`src/rtl/bp_cac_req_responder_if.sv`:
```
// Request/response link bundle for the coherence-NoC responder.
// The responder sits on the slave side: it consumes requests and produces responses.
interface bp_cac_req_responder_if #(
    parameter int flit_width_p = 64
);
    logic                    req_v;
    logic [flit_width_p-1:0] req_data;
    logic                    req_ready_and;
    logic                    cmd_v;
    logic [flit_width_p-1:0] cmd_data;
    logic                    cmd_ready_and;

    modport master (
        output req_v, req_data,
        input  req_ready_and,
        input  cmd_v, cmd_data,
        output cmd_ready_and
    );

    modport slave (
        input  req_v, req_data,
        output req_ready_and,
        output cmd_v, cmd_data,
        input  cmd_ready_and
    );
endinterface

```
`src/rtl/bp_cac_req_responder.sv`:
```
// Coherence-NoC far-end responder: takes one request packet, then echoes its body
// back to the requesting tile behind a response header.
module bp_cac_req_responder #(
    parameter int flit_width_p = 64,
    parameter int cord_width_p = 8,
    parameter int len_width_p  = 4,
    parameter int max_body_p   = 8
) (
    input  logic                    coh_clk_i,
    input  logic                    coh_reset_n_i,
    input  logic [cord_width_p-1:0] my_cord_i,
    bp_cac_req_responder_if.slave   link,
    output logic                    busy_o,
    output logic [15:0]             pkt_count_o
);
    localparam int TAG_W = flit_width_p - 1 - 2*cord_width_p - len_width_p;
    localparam int IDX_W = (max_body_p > 1) ? $clog2(max_body_p) : 1;
    localparam logic [len_width_p:0]   MAX_BODY = (len_width_p+1)'(max_body_p);
    localparam logic [len_width_p-1:0] LEN_ONE  = len_width_p'(1);

    if (max_body_p < 1 || max_body_p > (2**len_width_p) - 1) begin : g_bad_depth
        $error("max_body_p must lie in 1 .. 2**len_width_p-1");
    end

    typedef struct packed {
        logic                    err;
        logic [TAG_W-1:0]        tag;
        logic [cord_width_p-1:0] src;
        logic [len_width_p-1:0]  len;
        logic [cord_width_p-1:0] dst;
    } hdr_t;

    typedef enum logic [1:0] {IDLE, RECV, SEND_HDR, SEND_BODY} state_e;

    state_e                  state_q, state_n;
    hdr_t                    req_hdr, rsp_hdr;
    logic [cord_width_p-1:0] src_q;
    logic [len_width_p-1:0]  len_q, cnt_q, idx_q, rlen;
    logic [TAG_W-1:0]        tag_q;
    logic                    err_q, busy_q;
    logic [15:0]             pkt_count_q, pkt_count_n;
    logic [flit_width_p-1:0] body_q [max_body_p];
    logic                    req_hs, cmd_hs, body_wr, rsp_done;
    logic                    unused_hdr;

    assign req_hdr    = hdr_t'(link.req_data);
    // Incoming dst is always us and the incoming error flag has no meaning here.
    assign unused_hdr = ^{req_hdr.err, req_hdr.dst};

    assign req_hs  = link.req_v & link.req_ready_and;
    assign cmd_hs  = link.cmd_v & link.cmd_ready_and;
    assign body_wr = (state_q == RECV) && req_hs && ({1'b0, cnt_q} < MAX_BODY);
    assign rlen    = err_q ? '0 : len_q;

    always_comb begin
        rsp_hdr     = '0;
        rsp_hdr.err = err_q;
        rsp_hdr.tag = tag_q;
        rsp_hdr.src = my_cord_i;
        rsp_hdr.len = rlen;
        rsp_hdr.dst = src_q;
    end

    always_comb begin
        state_n            = state_q;
        link.req_ready_and = 1'b0;
        link.cmd_v         = 1'b0;
        link.cmd_data      = '0;
        rsp_done           = 1'b0;
        unique case (state_q)
            IDLE: begin
                link.req_ready_and = 1'b1;
                if (link.req_v)
                    state_n = (req_hdr.len == '0) ? SEND_HDR : RECV;
            end
            RECV: begin
                link.req_ready_and = 1'b1;
                if (link.req_v && cnt_q == len_q - LEN_ONE)
                    state_n = SEND_HDR;
            end
            SEND_HDR: begin
                link.cmd_v    = 1'b1;
                link.cmd_data = rsp_hdr;
                if (link.cmd_ready_and) begin
                    if (rlen == '0) begin
                        state_n  = IDLE;
                        rsp_done = 1'b1;
                    end else begin
                        state_n = SEND_BODY;
                    end
                end
            end
            SEND_BODY: begin
                link.cmd_v    = 1'b1;
                link.cmd_data = body_q[idx_q[IDX_W-1:0]];
                if (link.cmd_ready_and && idx_q == rlen - LEN_ONE) begin
                    state_n  = IDLE;
                    rsp_done = 1'b1;
                end
            end
            default: state_n = IDLE;
        endcase
    end

    assign pkt_count_n = pkt_count_q + {15'd0, rsp_done};

    always_ff @(posedge coh_clk_i or negedge coh_reset_n_i) begin
        if (!coh_reset_n_i) begin
            state_q     <= IDLE;
            busy_q      <= 1'b0;
            pkt_count_q <= '0;
            src_q       <= '0;
            len_q       <= '0;
            tag_q       <= '0;
            err_q       <= 1'b0;
            cnt_q       <= '0;
            idx_q       <= '0;
        end else begin
            state_q     <= state_n;
            busy_q      <= (state_n != IDLE);
            pkt_count_q <= pkt_count_n;
            if (state_q == IDLE && req_hs) begin
                src_q <= req_hdr.src;
                len_q <= req_hdr.len;
                tag_q <= req_hdr.tag;
                err_q <= 1'b0;
                cnt_q <= '0;
            end else if (state_q == RECV && req_hs) begin
                cnt_q <= cnt_q + LEN_ONE;
                // Flits past the buffer are drained but poison the response.
                if (!body_wr)
                    err_q <= 1'b1;
            end
            if (state_q == SEND_HDR && cmd_hs)
                idx_q <= '0;
            else if (state_q == SEND_BODY && cmd_hs)
                idx_q <= idx_q + LEN_ONE;
        end
    end

    // Body storage needs no reset; it is always written before it is read.
    always_ff @(posedge coh_clk_i) begin
        if (body_wr)
            body_q[cnt_q[IDX_W-1:0]] <= link.req_data;
    end

    assign busy_o      = busy_q;
    assign pkt_count_o = pkt_count_q;
endmodule
```
`src/flat_wrapper.sv`:
```
// flat-port wrapper written by rule: the top's interface ports become plain ports
module bp_cac_req_responder_flat 
#(
    parameter int flit_width_p = 64,
    parameter int cord_width_p = 8,
    parameter int len_width_p  = 4,
    parameter int max_body_p   = 8
)
  (coh_clk_i, coh_reset_n_i, my_cord_i, busy_o, pkt_count_o, link_req_v, link_req_data, link_req_ready_and, link_cmd_v, link_cmd_data, link_cmd_ready_and);
  bp_cac_req_responder_if #(.flit_width_p(flit_width_p)) link_i ();
  input  logic coh_clk_i;
  input  logic coh_reset_n_i;
  input  logic [cord_width_p-1:0] my_cord_i;
  output logic busy_o;
  output logic [15:0] pkt_count_o;
  input wire logic [$bits(link_i.req_v)-1:0] link_req_v;
  input wire logic [$bits(link_i.req_data)-1:0] link_req_data;
  output wire logic [$bits(link_i.req_ready_and)-1:0] link_req_ready_and;
  output wire logic [$bits(link_i.cmd_v)-1:0] link_cmd_v;
  output wire logic [$bits(link_i.cmd_data)-1:0] link_cmd_data;
  input wire logic [$bits(link_i.cmd_ready_and)-1:0] link_cmd_ready_and;
  assign link_i.req_v = link_req_v;
  assign link_i.req_data = link_req_data;
  assign link_req_ready_and = link_i.req_ready_and;
  assign link_cmd_v = link_i.cmd_v;
  assign link_cmd_data = link_i.cmd_data;
  assign link_i.cmd_ready_and = link_cmd_ready_and;
  bp_cac_req_responder #(.flit_width_p(flit_width_p), .cord_width_p(cord_width_p), .len_width_p(len_width_p), .max_body_p(max_body_p)) u_core (.coh_clk_i(coh_clk_i), .coh_reset_n_i(coh_reset_n_i), .my_cord_i(my_cord_i), .link(link_i), .busy_o(busy_o), .pkt_count_o(pkt_count_o));
endmodule
```
`config.mk`:
```
export PLATFORM = sky130hd
export DESIGN_NAME = bp_cac_req_responder_flat
export DESIGN_NICKNAME = d
export VERILOG_FILES = /design/src/rtl/bp_cac_req_responder_if.sv /design/src/rtl/bp_cac_req_responder.sv /design/src/flat_wrapper.sv
export SDC_FILE = /design/constraint.sdc
export NUM_CORES = 1
export LEC_CHECK = 0
export CORE_MARGIN = 10
export CORE_UTILIZATION = 57
export CTS_CLUSTER_DIAMETER = 30
export CTS_CLUSTER_SIZE = 24
export DETAILED_ROUTE_END_ITERATION = 10
export DONT_BUFFER_PORTS = 1
export MAX_ROUTING_LAYER = met4
export PLACE_DENSITY = 0.75
export SLEW_MARGIN = 10
export SYNTH_ARGS = -nofsm -noshare
export SYNTH_HDL_FRONTEND = slang
export SYNTH_SLANG_ARGS = --single-unit
```
`constraint.sdc`:
```
create_clock -name coh_clk_i -period 7.58 [get_ports coh_clk_i]
set_clock_uncertainty 0.2 [all_clocks]
set_input_delay 0.758 -clock coh_clk_i [delete_from_list [all_inputs] [get_ports coh_clk_i]]
set_output_delay 0.758 -clock coh_clk_i [all_outputs]
set_load 0.1 [all_outputs]
```
# Yosys cells after proc, flatten, opt, wreduce, memory -nomap -nowiden
# Memory sizes are Yosys's and may differ from the RTL's.
# Index checks and enable logic that the tools add are counted.
[word_totals]
register_bits = 83
wordCells = 64
output_inout_bits = 83
mem_count = 1
input_bits = 76
mem_bits_rw = 512
[mem_list]
columns = ["name", "depth", "width", "read_ports", "rd_ports_with_merged_regs", "write_ports", "line", "text"]
rows = [
  ["u_core.body_q", 8, 64, 1, 0, 1, "bp_cac_req_responder.sv:42", "logic [flit_width_p-1:0] body_q [max_body_p];"],
]
[classes]
n_eq_ne = 6
n_bitwise = 2
n_addsub = 5
reduce_logical = 16
n_lt_le_gt_ge = 1
n_mux = 24
[ops]
columns = ["operator", "n"]
rows = [
  ["one-hot mux 64 bit (2 select lines)", 1],
  ["two-way mux 4 bit", 5],
  ["adder 16 x 1 -> 16 bit", 1],
  ["two-way mux 2 bit", 6],
  ["two-way mux 1 bit", 10],
  ["adder 4 x 1 -> 4 bit (second input constant)", 2],
  ["== test 4 bit", 2],
  ["logical NOT 4 bit", 2],
  ["one-hot mux 2 bit (4 select lines)", 1],
  ["subtractor 4 x 1 -> 4 bit (second input constant)", 2],
  ["logical AND 1 bit", 7],
  ["nonzero test 2 bit", 3],
  ["== test 2 bit (second input constant)", 2],
  ["< comparator 4 bit (second input constant)", 1],
  ["OR reduction 2 bit", 2],
  ["bitwise AND 1 bit", 2],
  ["== test 2 x 1 -> 1 bit (second input constant)", 1],
  ["logical NOT 2 bit", 1],
  ["inequality test 2 bit (second input constant)", 1],
  ["one-hot mux 1 bit (2 select lines)", 1],
  ["AND reduction 2 bit", 1],
]

# Longest topological paths before layout
# Gate-level depths: netlist of the first run.
[depth]
depth_word = 9
depth_mapped = 13
ltp_nobuf = 11

# Worst setup path before layout of the first run
# OpenSTA, ideal clock, no wires.
[synth_timing]
path_kind = "input -> register"
from = "input link_req_v"
to = "memory u_core.body_q[0][0], enable pin"
arrival_time_ps = 7300
slack_ps = -564
required_time_ps = 6736
stages = 4
setup_ps = 644
n_path_buf = 1
path_cell_list = "nor2b_1 > clkbuf_1 > nand3b_1 > nor4_1"
[synth_via]
elab_chain_len = 5
[synth_rtl]
columns = ["item", "line", "text"]
rows = [
  ["start, declared", "flat_wrapper.sv:16", "input wire logic [$bits(link_i.req_v)-1:0] link_req_v;"],
  ["bitwise AND 1 bit", "bp_cac_req_responder.sv:50", "assign req_hs = link.req_v & link.req_ready_and;"],
  ["logical AND 1 bit (2 in a row)", "bp_cac_req_responder.sv:52", "assign body_wr = (state_q == RECV) && req_hs && ({1'b0, cnt_q} < MAX_BODY);"],
  ["two-way mux 1 bit", "bp_cac_req_responder.sv:143", "if (body_wr)"],
  ["two-way mux 1 bit (not written as such)", "bp_cac_req_responder.sv:144", "body_q[cnt_q[IDX_W-1:0]] <= link.req_data;"],
  ["end, declared", "bp_cac_req_responder.sv:42", ""],
]
# Every way passes these cells.

# Worst setup path in the final report of the first run
[layout_timing]
from = "register u_core.state_q[0]"
to = "output link_cmd_data[0]"
[layout_via]
elab_chain_len = 2
word_cells_on_any_way = 3
cone_classes = "eq/ne (2); mux (1)"
[layout_rtl]
columns = ["item", "line", "text"]
rows = [
  ["start, declared", "bp_cac_req_responder.sv:35", "state_e state_q, state_n;"],
  ["start signal, assigned", "bp_cac_req_responder.sv:119", "state_q <= state_n;"],
  ["== test 2 bit", "bp_cac_req_responder.sv:70", "unique case (state_q)"],
  ["one-hot mux 64 bit (2 select lines) (*)", "bp_cac_req_responder.sv:70", ""],
  ["end, declared", "flat_wrapper.sv:20", "output wire logic [$bits(link_i.cmd_data)-1:0] link_cmd_data;"],
]
# Mark *: on every way between the ends. The rest lies on a longest branch, timed or not.

==> qor.txt, run 1 <==
Iter 0 DRT Violations -> 1162
Max_slew headroom -> 0.190
Crit path max fanout -> 36
Synth Area in Simple Gates -> 0.0385
CTS tree -> yes
Post-synthesis sequential area ratio -> 0.742
H-tree Lvls -> 3
#FFs+latches synth -> 595
Synth-to-Final Area Change -> 26.0%
Fill cells -> 2336
WL final -> 58400 um
Core area -> 40800 um2
Largest net degree at the start of global routing -> 133
Power Internal -> 0.00851 W
Die area -> 49800 um2
Ratio of cells with drive above 1 in the final layout -> 0.354
Reg clk slew, reported paths -> 0.05 ns
Sink Count -> 595
Total track usage -> 0.242
Hold_ws -> 0.0244 ns
# nets final -> 1519
Routed vias -> 13000
RePlAce Congestion -> 0.767
Max rail drop VDD -> 0.000319 V
Static leakage -> 9.97 nW
Ys async rst share -> 0.139
Total power -> 0.0130 W
Largest family of logic cells by synthesized area -> multiplexers
Vias in the first global route -> 14200
Worst r2r src -> u_core.idx_q[0]$_DFFE_PN0P_
WP data arrival -> 4.19 ns
Post-synth EDFFs -> 512
Setup TNS -> 0 ns
# Post-CTS Setup Buffers -> 0
Initial DRT Pass Iterations -> 6
Pwr per Cell Area -> 440 nW/um2
Mapped Area -> 23500 um2
Min-delay src -> link_req_data[28]
XOR/XNOR Fraction of Synth Area -> 0.00782
Avg Inst Size Synth -> 17.9 um2
Average wire per standard cell -> 28.2 um
Post-synth cell types -> 45
Compound-gate portion of the synthesized area -> 0.0442
Worst-Margin Slew -> 1.21 ns
R2r endpoint -> u_core.pkt_count_o[12]$_DFF_PN0_
R2R Setup Slk -> 3.15 ns
WHS Path Cells -> 0
Slew Viols, Final -> 0
Net Sw Power -> 0.00452 W
DRC Markers -> 0
CP Launch Type -> register
Die X -> 223 um
Outcome -> complete, no violations
Fin worst setup slack -> 2.43 ns
Worst hold path endpoint -> u_core.body_q[7][28]$_DFFE_PP_
CP required -> 6.62 ns
Final setup viols -> 0
CTS buffer count -> 107
Net switching share of the total power -> 0.347
Util after Layout -> 0.725
Unrepaired setup endpoints after global routing -> no
Final HPWL from detailed placement -> 29000 um
Mux cell area share after synthesis -> 0.148
Post-route ant nets -> 0
Max-cap viol count -> 0
Dpl ws -> 3.01 ns
Fin crit share -> 0.680
Post-Synth Adder-Cell Area -> 0.00266
Initial Utilization -> 0.576
CP Class -> reg2out
Achievable Freq -> 194 MHz
Min Tclk post-route -> 5.15 ns
Comb pwr share -> 0.275
First-pass GRT wire length -> 88900 um
Io pins -> 159
Clk buf depth -> 3
Synth Instances -> 1316
Ys Warns -> 0
Chip height -> 223 um
Most used DFF post-synth -> edfxtp_1
Clk network pwr share -> 0.385
Vias per cell -> 6.28
Initial antenna violation count -> 1
Clk_lat worst skew -> 0.64 ns
GRT overflow -> 0
Seq pwr share -> 0.340
Crit path capture type -> primary output
Synthesized net count -> 1397
Final hold vios -> 0
Reg2Reg Depth -> 12
Port Buffers -> 0
HP Class -> in2reg
Std cell rows -> 74
Root buf cell -> clkbuf_16
-- layer usage --
metal	up-vias	wire, um	GRT usage
met1	6881	23900	0.299
met2	504	28900	0.382
met5	-	0	-
met4	0	1080	0.0815
li1	5518	-	-
met3	89	4410	0.0650
-- worst max path at each step --
stage                                            from                               end  cells after the start
after floorplan                            link_req_v     u_core.body_q[5][0]$_DFFE_PP_                      4
after global placement    u_core.idx_q[0]$_DFFE_PN0P_  u_core.pkt_count_o[14]$_DFF_PN0_                     12
after detailed placement  u_core.idx_q[0]$_DFFE_PN0P_  u_core.pkt_count_o[12]$_DFF_PN0_                     12
after CTS                 u_core.state_q[0]$_DFF_PN0_                  link_cmd_data[9]                      3
after global routing      u_core.state_q[0]$_DFF_PN0_                  link_cmd_data[9]                      3
final                     u_core.state_q[0]$_DFF_PN0_                  link_cmd_data[0]                      3
-- cell usage in the layout (no fill, tap or decap), types with 3 or more instances in the layout --
cell / synthesis / routed
a21oi_1: 3 / 3
buf_16: 0 / 3
buf_4: 1 / 23
bufinv_16: 0 / 18
clkbuf_1: 42 / 9
clkbuf_16: 0 / 110
clkbuf_8: 0 / 7
clkinv_1: 0 / 8
clkinv_2: 0 / 15
clkinv_4: 0 / 8
clkinvlp_4: 0 / 11
dfrtp_1: 83 / 80
dfrtp_4: 0 / 3
diode_2: 0 / 4
dlygate4sd3_1: 0 / 68
edfxtp_1: 512 / 512
ha_1: 5 / 5
inv_1: 6 / 5
inv_6: 0 / 15
mux2_2: 178 / 178
mux4_2: 65 / 65
nand2_1: 88 / 86
nand3_1: 9 / 9
nand4_1: 6 / 6
nor2_1: 73 / 70
nor2_4: 0 / 3
nor3_1: 11 / 7
nor3_2: 0 / 4
o21ai_0: 13 / 12
o22ai_1: 63 / 63
o31ai_4: 0 / 62
xnor2_1: 14 / 14
xor2_1: 7 / 7
-- critical path: stages (launching register included) --
cell and delay, ns:
dfrtp_1 0.82, nand2_4 0.83, buf_4 0.72, o31ai_4 1.09
-- power groups by stage --
| stage | logic (W) | registers, W | clock network [W] |
|---|---|---|---|
| final | 0.00358 | 0.00443 | 0.00502 |
| after global routing | 0.00376 | 0.00448 | 0.00524 |
| after CTS | 0.00360 | 0.00442 | 0.00506 |
| after detailed placement | 0.00351 | 0.00448 | 0 |
| after global placement | 0.00346 | 0.00445 | 0 |
| after floorplan | 0.00283 | 0.00423 | 0 |
-- cell type report --
| class | instances | area, um2 | share of cell area |
|---|---|---|---|
| diodes | 4 | 10.0 | 0.000338 |
| flip-flops and latches | 595 | 17500 | 0.590 |
| clock buffers | 126 | 2880 | 0.0973 |
| clock inverters | 78 | 983 | 0.0332 |
| well taps | 532 | 666 | 0.0225 |
| multi-input cells | 633 | 6630 | 0.224 |
| inverters | 6 | 23.8 | 0.000803 |
| repair buffers | 95 | 956 | 0.0323 |
-- flip-flops by register name, indices dropped and copies added (netlist names) --
register,cells
u_core.pkt_count_o,16
u_core.err_q,1
u_core.cnt_q,4
u_core.state_q,2
u_core.body_q,512
u_core.len_q,4
u_core.busy_o,1
u_core.tag_q,43
u_core.src_q,8
u_core.idx_q,4
-- repair_timing --
action                     4_1_cts  5_1_grt
hold endpoints to repair       482        1
hold buffers                    68        1
resized for setup                0        0
setup endpoints to repair        0        0
-- synthesized netlist by cell type (3+ instances only) --
cell type / count / area, um2
dfrtp_1: 83 / 2080
xor2_1: 7 / 61.3
nor3_1: 11 / 55.1
edfxtp_1: 512 / 15400
nand3_1: 9 / 45.0
mux4_2: 65 / 1460
nand2b_1: 3 / 18.8
o21ai_0: 13 / 65.1
clkbuf_1: 42 / 158
o31ai_1: 63 / 473
a21oi_1: 3 / 15.0
nor2_1: 73 / 274
buf_1: 7 / 26.3
nand4_1: 6 / 37.5
o22ai_1: 63 / 394
nand2_1: 88 / 330
ha_1: 5 / 62.6
xnor2_1: 14 / 123
buf_2: 31 / 155
inv_1: 6 / 22.5
nor4_1: 3 / 18.8
mux2_2: 178 / 2000
-- through the flow --
step / instance area (um2) / cells
2_1_floorplan: 23500 / 1316
3_3_place_gp: 25000 / 1790
3_5_place_dp: 25000 / 1792
4_1_cts: 29600 / 2064
5_1_grt: 29600 / 2068
6_report: 29600 / 2069
-- cells by family after synthesis --
kind of cell               Yosys count
AOI/OAI and AO/OA                  153
xor gates and xnor gates            21
adders and majority gates            5
buffers and inverters               88
DFF                                595
muxes                              245
and+or+nand+nor                    209
No activity file was read; power rests on OpenSTA's default activity.
==> inputs of run 2 (changes only) <==
Clock period 7.58 ns to 4.7 ns, I/O delays scaled along.
==> qor.txt, run 2 (same netlist as run 1, synthesis figures left out) <==
Worst path cell trace -> nand2b_4 > buf_4 > buf_4 > o22ai_1 > o31ai_4 > buf_4 (was nand2_4 > buf_4 > o31ai_4)
Max rail drop VDD -> 0.000497 V (was 0.000319 V)
WHS Path Cells -> 3 (was 0)
Die area -> 49800 um2 (unchanged)
Initial DRT Pass Iterations -> 5 (was 6)
Die X -> 223 um (unchanged)
Routed vias -> 13200 (was 13000)
Ratio of cells with drive above 1 in the final layout -> 0.385 (was 0.354)
HP Class -> in2reg (unchanged)
Final HPWL from detailed placement -> 29900 um (was 29000 um)
Post-route ant nets -> 0 (unchanged)
Most frequent cells in the layout -> edfxtp_1, mux2_2, clkbuf_16 (unchanged)
Clk_lat worst skew -> 0.62 ns (was 0.64 ns)
Vias in the first global route -> 14200 (about the same)
Pwr per Cell Area -> 713 nW/um2 (was 440 nW/um2)
Unrepaired setup endpoints after global routing -> no (unchanged)
Total power -> 0.0216 W (was 0.0130 W)
Chip height -> 223 um (unchanged)
RePlAce Congestion -> 0.788 (was 0.767)
DRC Markers -> 0 (unchanged)
Crit path max fanout -> 35 (was 36)
Worst-Margin Slew -> 1.04 ns (was 1.21 ns)
Min Tclk post-route -> 3.91 ns
First-pass GRT wire length -> 88300 um (was 88900 um)
Final Instance Area -> 30200 um2 (was 29600 um2)
Initial Utilization -> 0.576 (unchanged)
CTS tree -> yes (unchanged)
H-tree Lvls -> 3 (unchanged)
R2R Setup Slk -> 1.21 ns (was 3.15 ns)
CTS buffer count -> 108 (was 107)
Achievable Freq -> 256 MHz
Slew Viols, Final -> 0 (unchanged)
Static leakage -> 10.4 nW (was 9.97 nW)
WP data arrival -> 3.24 ns (was 4.19 ns)
R2r endpoint -> u_core.pkt_count_o[12]$_DFF_PN0_ (unchanged)
Initial antenna violation count -> 5 (was 1)
Crit path capture type -> primary output (unchanged)
Average wire per standard cell -> 27.1 um (was 28.2 um)
Setup TNS -> 0 ns (unchanged)
Sink Count -> 595 (unchanged)
Most used cell along the critical path -> buf_4
Final setup viols -> 0 (unchanged)
CP required -> 4.03 ns (was 6.62 ns)
Fin crit share -> 0.833
Final hold vios -> 0 (unchanged)
# nets final -> 1589 (was 1519)
Outcome -> complete, no violations (unchanged)
WL final -> 58000 um (was 58400 um)
Worst path slowest cell -> dfrtp_4 (was o31ai_4)
Util after Layout -> 0.741 (was 0.725)
Root buf cell -> clkbuf_16 (unchanged)
Max incr delay on CP -> 0.65 ns (was 1.09 ns)
Max_slew headroom -> 0.304 (was 0.190)
Max reg flops -> 512 (unchanged)
Fill cells -> 2267 (was 2336)
Vias per cell -> 6.17 (was 6.28)
CP Class -> reg2out (unchanged)
Reg2Reg Depth -> 8 (was 12)
Synth-to-Final Area Change -> 28.6% (was 26.0%)
Max-cap viol count -> 0 (unchanged)
GRT overflow -> 0 (unchanged)
Std cell rows -> 74 (unchanged)
Reg clk slew, reported paths -> 0.05 ns (about the same)
CP Launch Type -> register (unchanged)
Io pins -> 159 (unchanged)
Total track usage -> 0.239 (was 0.242)
Area after DPL -> 25600 um2 (was 25000 um2)
Worst r2r src -> u_core.state_q[0]$_DFF_PN0_ (was u_core.idx_q[0]$_DFFE_PN0P_)
Commonest non-fill, non-tap cell in the layout -> edfxtp_1 (unchanged)
Worst hold path endpoint -> u_core.cnt_q[1]$_DFFE_PN0P_ (was u_core.body_q[7][28]$_DFFE_PP_)
Hold_ws -> 0.0599 ns (was 0.0244 ns)
Largest net degree at the start of global routing -> 103 (was 133)
Iter 0 DRT Violations -> 1271 (was 1162)
Clk buf depth -> 3 (unchanged)
# Post-CTS Setup Buffers -> 0 (unchanged)
Port Buffers -> 0 (unchanged)
Core area -> 40800 um2 (unchanged)
Min-delay src -> link_req_v (was link_req_data[28])
## run 2: what timing repair did
action,CTS,global route
hold endpoints to repair,659,0
gates resized for setup,0,0
endpoints found under the setup margin,0,0
hold buffers,68,0
## run 2: worst max-delay path, delay by kind of cell (launching register included)
family          cells  cell delay (ns)
buf+inv             3             1.23
compound gates      2             0.34
simple gates        1             0.36
flops               1             0.65
## run 2: worst max-delay path by stage
stage	startpoint	endpoint	slack, ns	depth (start not counted)
floorplan	u_core.state_q[1]$_DFF_PN0_	u_core.body_q[0][0]$_DFFE_PP_	-0.52	5
global placement	u_core.state_q[0]$_DFF_PN0_	u_core.pkt_count_o[14]$_DFF_PN0_	1.42	8
detailed placement	u_core.state_q[0]$_DFF_PN0_	u_core.pkt_count_o[12]$_DFF_PN0_	1.30	8
CTS	u_core.idx_q[1]$_DFFE_PN0P_	link_cmd_data[53]	0.75	6
global route	u_core.idx_q[1]$_DFFE_PN0P_	link_cmd_data[6]	0.67	6
finish	u_core.idx_q[1]$_DFFE_PN0P_	link_cmd_data[24]	0.79	6
## run 2: area by class of cell
cell class / instances / area, um2 / area share
clock inverters: 77 / 1020 / 0.0338
clock buffers: 127 / 2920 / 0.0964
diodes: 5 / 12.5 / 0.000414
multi-input cells: 633 / 6660 / 0.220
well taps: 532 / 666 / 0.0220
repair buffers: 164 / 1480 / 0.0490
flip-flops and latches: 595 / 17500 / 0.577
inverters: 6 / 23.8 / 0.000786
## run 2: where the power goes
| group | total, W | switching [W] | internal, W | leakage, nW |
|---|---|---|---|---|
| clock network | 0.00825 | 0.00269 | 0.00556 | 1.91 |
| logic | 0.00626 | 0.00415 | 0.00211 | 2.82 |
| registers | 0.00705 | 0.000557 | 0.00649 | 5.64 |
| total | 0.0216 | 0.00739 | 0.0142 | 10.4 |
## run 2: metrics by stage
step / instances / setup slack (ns)
final: 2139 / 0.786
after global routing: 2139 / 0.675
after CTS: 2134 / 0.748
after detailed placement: 1862 / 1.30
after global placement: 1862 / 1.42
after floorplan: 1316 / -0.522
## run 2: per-layer routing
layer,share of wire,GRT usage,vias up
met5,0,-,-
met4,0.022,0.0813,0
met3,0.075,0.0523,100
met2,0.51,0.382,576
met1,0.40,0.299,6882
li1,-,-,5647
==> inputs of run 3 (changes only) <==
Settings changed: ABC_AREA set to 1.
Clock period 4.7 ns to 3.6 ns, I/O delays scaled along.
==> qor.txt, run 3 <==
Pwr per Cell Area -> 914 nW/um2 (was 713 nW/um2)
Setup TNS -> 0 ns (unchanged)
Ys async rst share -> 0.139 (unchanged)
Initial Utilization -> 0.579 (was 0.576)
Most frequent cells in the layout -> nand2_1, edfxtp_1, o21ai_0 (was edfxtp_1, mux2_2, clkbuf_16)
Top cells by area, synth -> edfxtp_1, nand2_1, dfrtp_1 (was edfxtp_1, dfrtp_1, mux2_2)
Iter 0 DRT Violations -> 1994 (was 1271)
Final HPWL from detailed placement -> 31300 um (was 29900 um)
Crit path max fanout -> 22 (was 35)
Ys Warns -> 0 (unchanged)
Ratio of cells with drive above 1 in the final layout -> 0.148 (was 0.385)
CTS tree -> yes (unchanged)
Most frequent cell after synthesis -> nand2_1 (was edfxtp_1)
Final hold vios -> 0 (unchanged)
Post-route ant nets -> 0 (unchanged)
Commonest cells in the netlist -> nand2_1, edfxtp_1, nor2_1, o21ai_0, nand3_1 (was edfxtp_1, mux2_2, nand2_1, dfrtp_1, nor2_1)
Max_slew headroom -> 0.332 (was 0.304)
Crit path capture type -> primary output (unchanged)
Root buf cell -> clkbuf_16 (unchanged)
Worst r2r src -> u_core.err_q$_DFFE_PN0P_ (was u_core.state_q[0]$_DFF_PN0_)
CTS buffer count -> 104 (was 108)
Core area -> 41000 um2 (was 40800 um2)
HP Class -> in2reg (unchanged)
Vias per cell -> 6.11 (was 6.17)
Worst hold path endpoint -> u_core.state_q[0]$_DFF_PN0_ (was u_core.cnt_q[1]$_DFFE_PN0P_)
Reg clk slew, reported paths -> 0.05 ns (about the same)
RePlAce Congestion -> 0.865 (was 0.788)
Post-synth EDFFs -> 512 (unchanged)
Max-cap viol count -> 0 (unchanged)
R2r endpoint -> u_core.pkt_count_o[14]$_DFF_PN0_ (was u_core.pkt_count_o[12]$_DFF_PN0_)
Port Buffers -> 0 (unchanged)
Io pins -> 159 (unchanged)
Fin crit share -> 0.973
Initial antenna violation count -> 7 (was 5)
Largest net degree at the start of global routing -> 194 (was 103)
WHS Path Cells -> 9 (was 3)
Initial DRT Pass Iterations -> 6 (was 5)
H-tree Lvls -> 3 (unchanged)
CP Class -> reg2out (unchanged)
Largest area contributor in the netlist -> edfxtp_1 (unchanged)
Outcome -> complete, no violations (unchanged)
Clk_lat worst skew -> 0.63 ns (was 0.62 ns)
Routed vias -> 16800 (was 13200)
Average wire per standard cell -> 23.1 um (was 27.1 um)
Post-synthesis sequential area ratio -> 0.735 (was 0.742)
Achievable Freq -> 286 MHz
Vias in the first global route -> 16600 (was 14200)
Reg2Reg Depth -> 18 (was 8)
CP Launch Type -> register (unchanged)
Static leakage -> 11.2 nW (was 10.4 nW)
Sink Count -> 595 (unchanged)
Area share of the largest cell type after synthesis -> 0.648 (was 0.654)
Max reg flops -> 512 (unchanged)
R2R Setup Slk -> 0.43 ns (was 1.21 ns)
Std cell rows -> 74 (unchanged)
Hold_ws -> 0.0744 ns (was 0.0599 ns)
#FFs+latches synth -> 595 (unchanged)
WP data arrival -> 2.94 ns (was 3.24 ns)
Mapped Area -> 23700 um2 (was 23500 um2)
Min Tclk post-route -> 3.50 ns
Worst-Margin Slew -> 1.00 ns (was 1.04 ns)
Commonest non-fill, non-tap cell in the layout -> nand2_1 (was edfxtp_1)
DRC Markers -> 0 (unchanged)
Most used DFF post-synth -> edfxtp_1 (unchanged)
Chip height -> 224 um (was 223 um)
WL final -> 63600 um (was 58000 um)
Max rail drop VDD -> 0.000589 V (was 0.000497 V)
Final setup viols -> 0 (unchanged)
Synthesized net count -> 2030 (was 1397)
Clk buf depth -> 3 (unchanged)
Post-synth cell types -> 39 (was 45)
Die area -> 50200 um2 (was 49800 um2)
Avg Inst Size Synth -> 12.2 um2 (was 17.9 um2)
Total track usage -> 0.251 (was 0.239)
Slew Viols, Final -> 0 (unchanged)
Synth Instances -> 1949 (was 1316)
CP required -> 3.04 ns (was 4.03 ns)
First-pass GRT wire length -> 95600 um (was 88300 um)
Min-delay src -> link_req_v (unchanged)
Die X -> 224 um (was 223 um)
# nets final -> 2206 (was 1589)
Synth-to-Final Area Change -> 27.4% (was 28.6%)
GRT overflow -> 0 (unchanged)
Unrepaired setup endpoints after global routing -> no (unchanged)
-- run 3: worst max-delay path by stage --
stage | cells past startpoint | slack [ns] | end | start
after floorplan | 7 | -0.44 | u_core.body_q[4][0]$_DFFE_PP_ | u_core.state_q[1]$_DFF_PN0_
after global placement | 7 | 0.62 | link_cmd_data[9] | u_core.idx_q[1]$_DFFE_PN0P_
after detailed placement | 18 | 0.55 | u_core.pkt_count_o[14]$_DFF_PN0_ | u_core.err_q$_DFFE_PN0P_
after CTS | 8 | 0.08 | link_cmd_data[9] | u_core.idx_q[0]$_DFFE_PN0P_
after global routing | 9 | 0.01 | link_cmd_data[47] | u_core.idx_q[1]$_DFFE_PN0P_
final | 9 | 0.1 | link_cmd_data[25] | u_core.idx_q[1]$_DFFE_PN0P_
-- run 3: where the power goes --
part | total, W | internal (W) | switching (W)
registers | 0.00888 | 0.00843 | 0.000449
logic | 0.00860 | 0.00242 | 0.00618
clock network | 0.0102 | 0.00680 | 0.00336
-- run 3: worst max-delay path: stages (launching register included) --
cell and delay (ns):
dfrtp_2 0.53, nand2_1 0.17, inv_2 0.48, buf_4 0.32, nand2_1 0.07, a21oi_1 0.11, a311oi_1 0.05, o21ai_1 0.21
nand2_1 0.16, buf_12 0.20
-- run 3: metal layers --
layer | track usage | vias to the layer above | part of all wire
met2 | 0.389 | 1009 | 0.48
met1 | 0.324 | 8329 | 0.39
met5 | - | - | 0
met3 | 0.0542 | 145 | 0.098
met4 | 0.0889 | 0 | 0.027
li1 | - | 7366 | -
-- run 3: cell type report --
| class | instances | area (um2) |
|---|---|---|
| clock buffers | 131 | 2830 |
| repair buffers | 186 | 2540 |
| diodes | 7 | 17.5 |
| fillers | 2423 | 10800 |
| inverters | 39 | 151 |
| flip-flops and latches | 595 | 17500 |
| clock inverters | 67 | 882 |
| well taps | 532 | 666 |
| multi-input cells | 1199 | 5690 |
-- run 3: cells by family (layout without fill, tap and decap cells) --
kind of cell	after synthesis	in the layout	synth area share
AO/OA/AOI/OAI	318	318	0.0797
XOR/XNOR	14	14	0.00517
adder cells (fa/ha/maj)	5	5	0.00264
buffers and inverters	155	423	0.0292
flip-flops	595	595	0.735
multiplexers	1	1	0.000422
other	0	7	0
AND/OR/NAND/NOR	861	861	0.148
-- run 3: what timing repair did --
item | 4_1_cts | 5_1_grt
cloned | 0 | 2
hold endpoints to repair | 663 | 0
setup endpoints to repair | 11 | 4
gates resized for setup | 1 | 3
setup buffers | 2 | 0
pin swaps | 1 | 0
hold buffers | 68 | 0
-- run 3: stage by stage --
step	utilization	cell area, um2	worst slack, ns	std cells	power (W)
CTS	0.735	30100	0.0839	2747	0.0275
floorplan	-	23800	-0.444	1949	0.0143
detailed placement	0.627	25700	0.547	2479	0.0171
global route	0.737	30200	0.0139	2756	0.0286
global placement	0.627	25700	0.617	2479	0.0169
finish	0.737	30200	0.0977	2756	0.0276
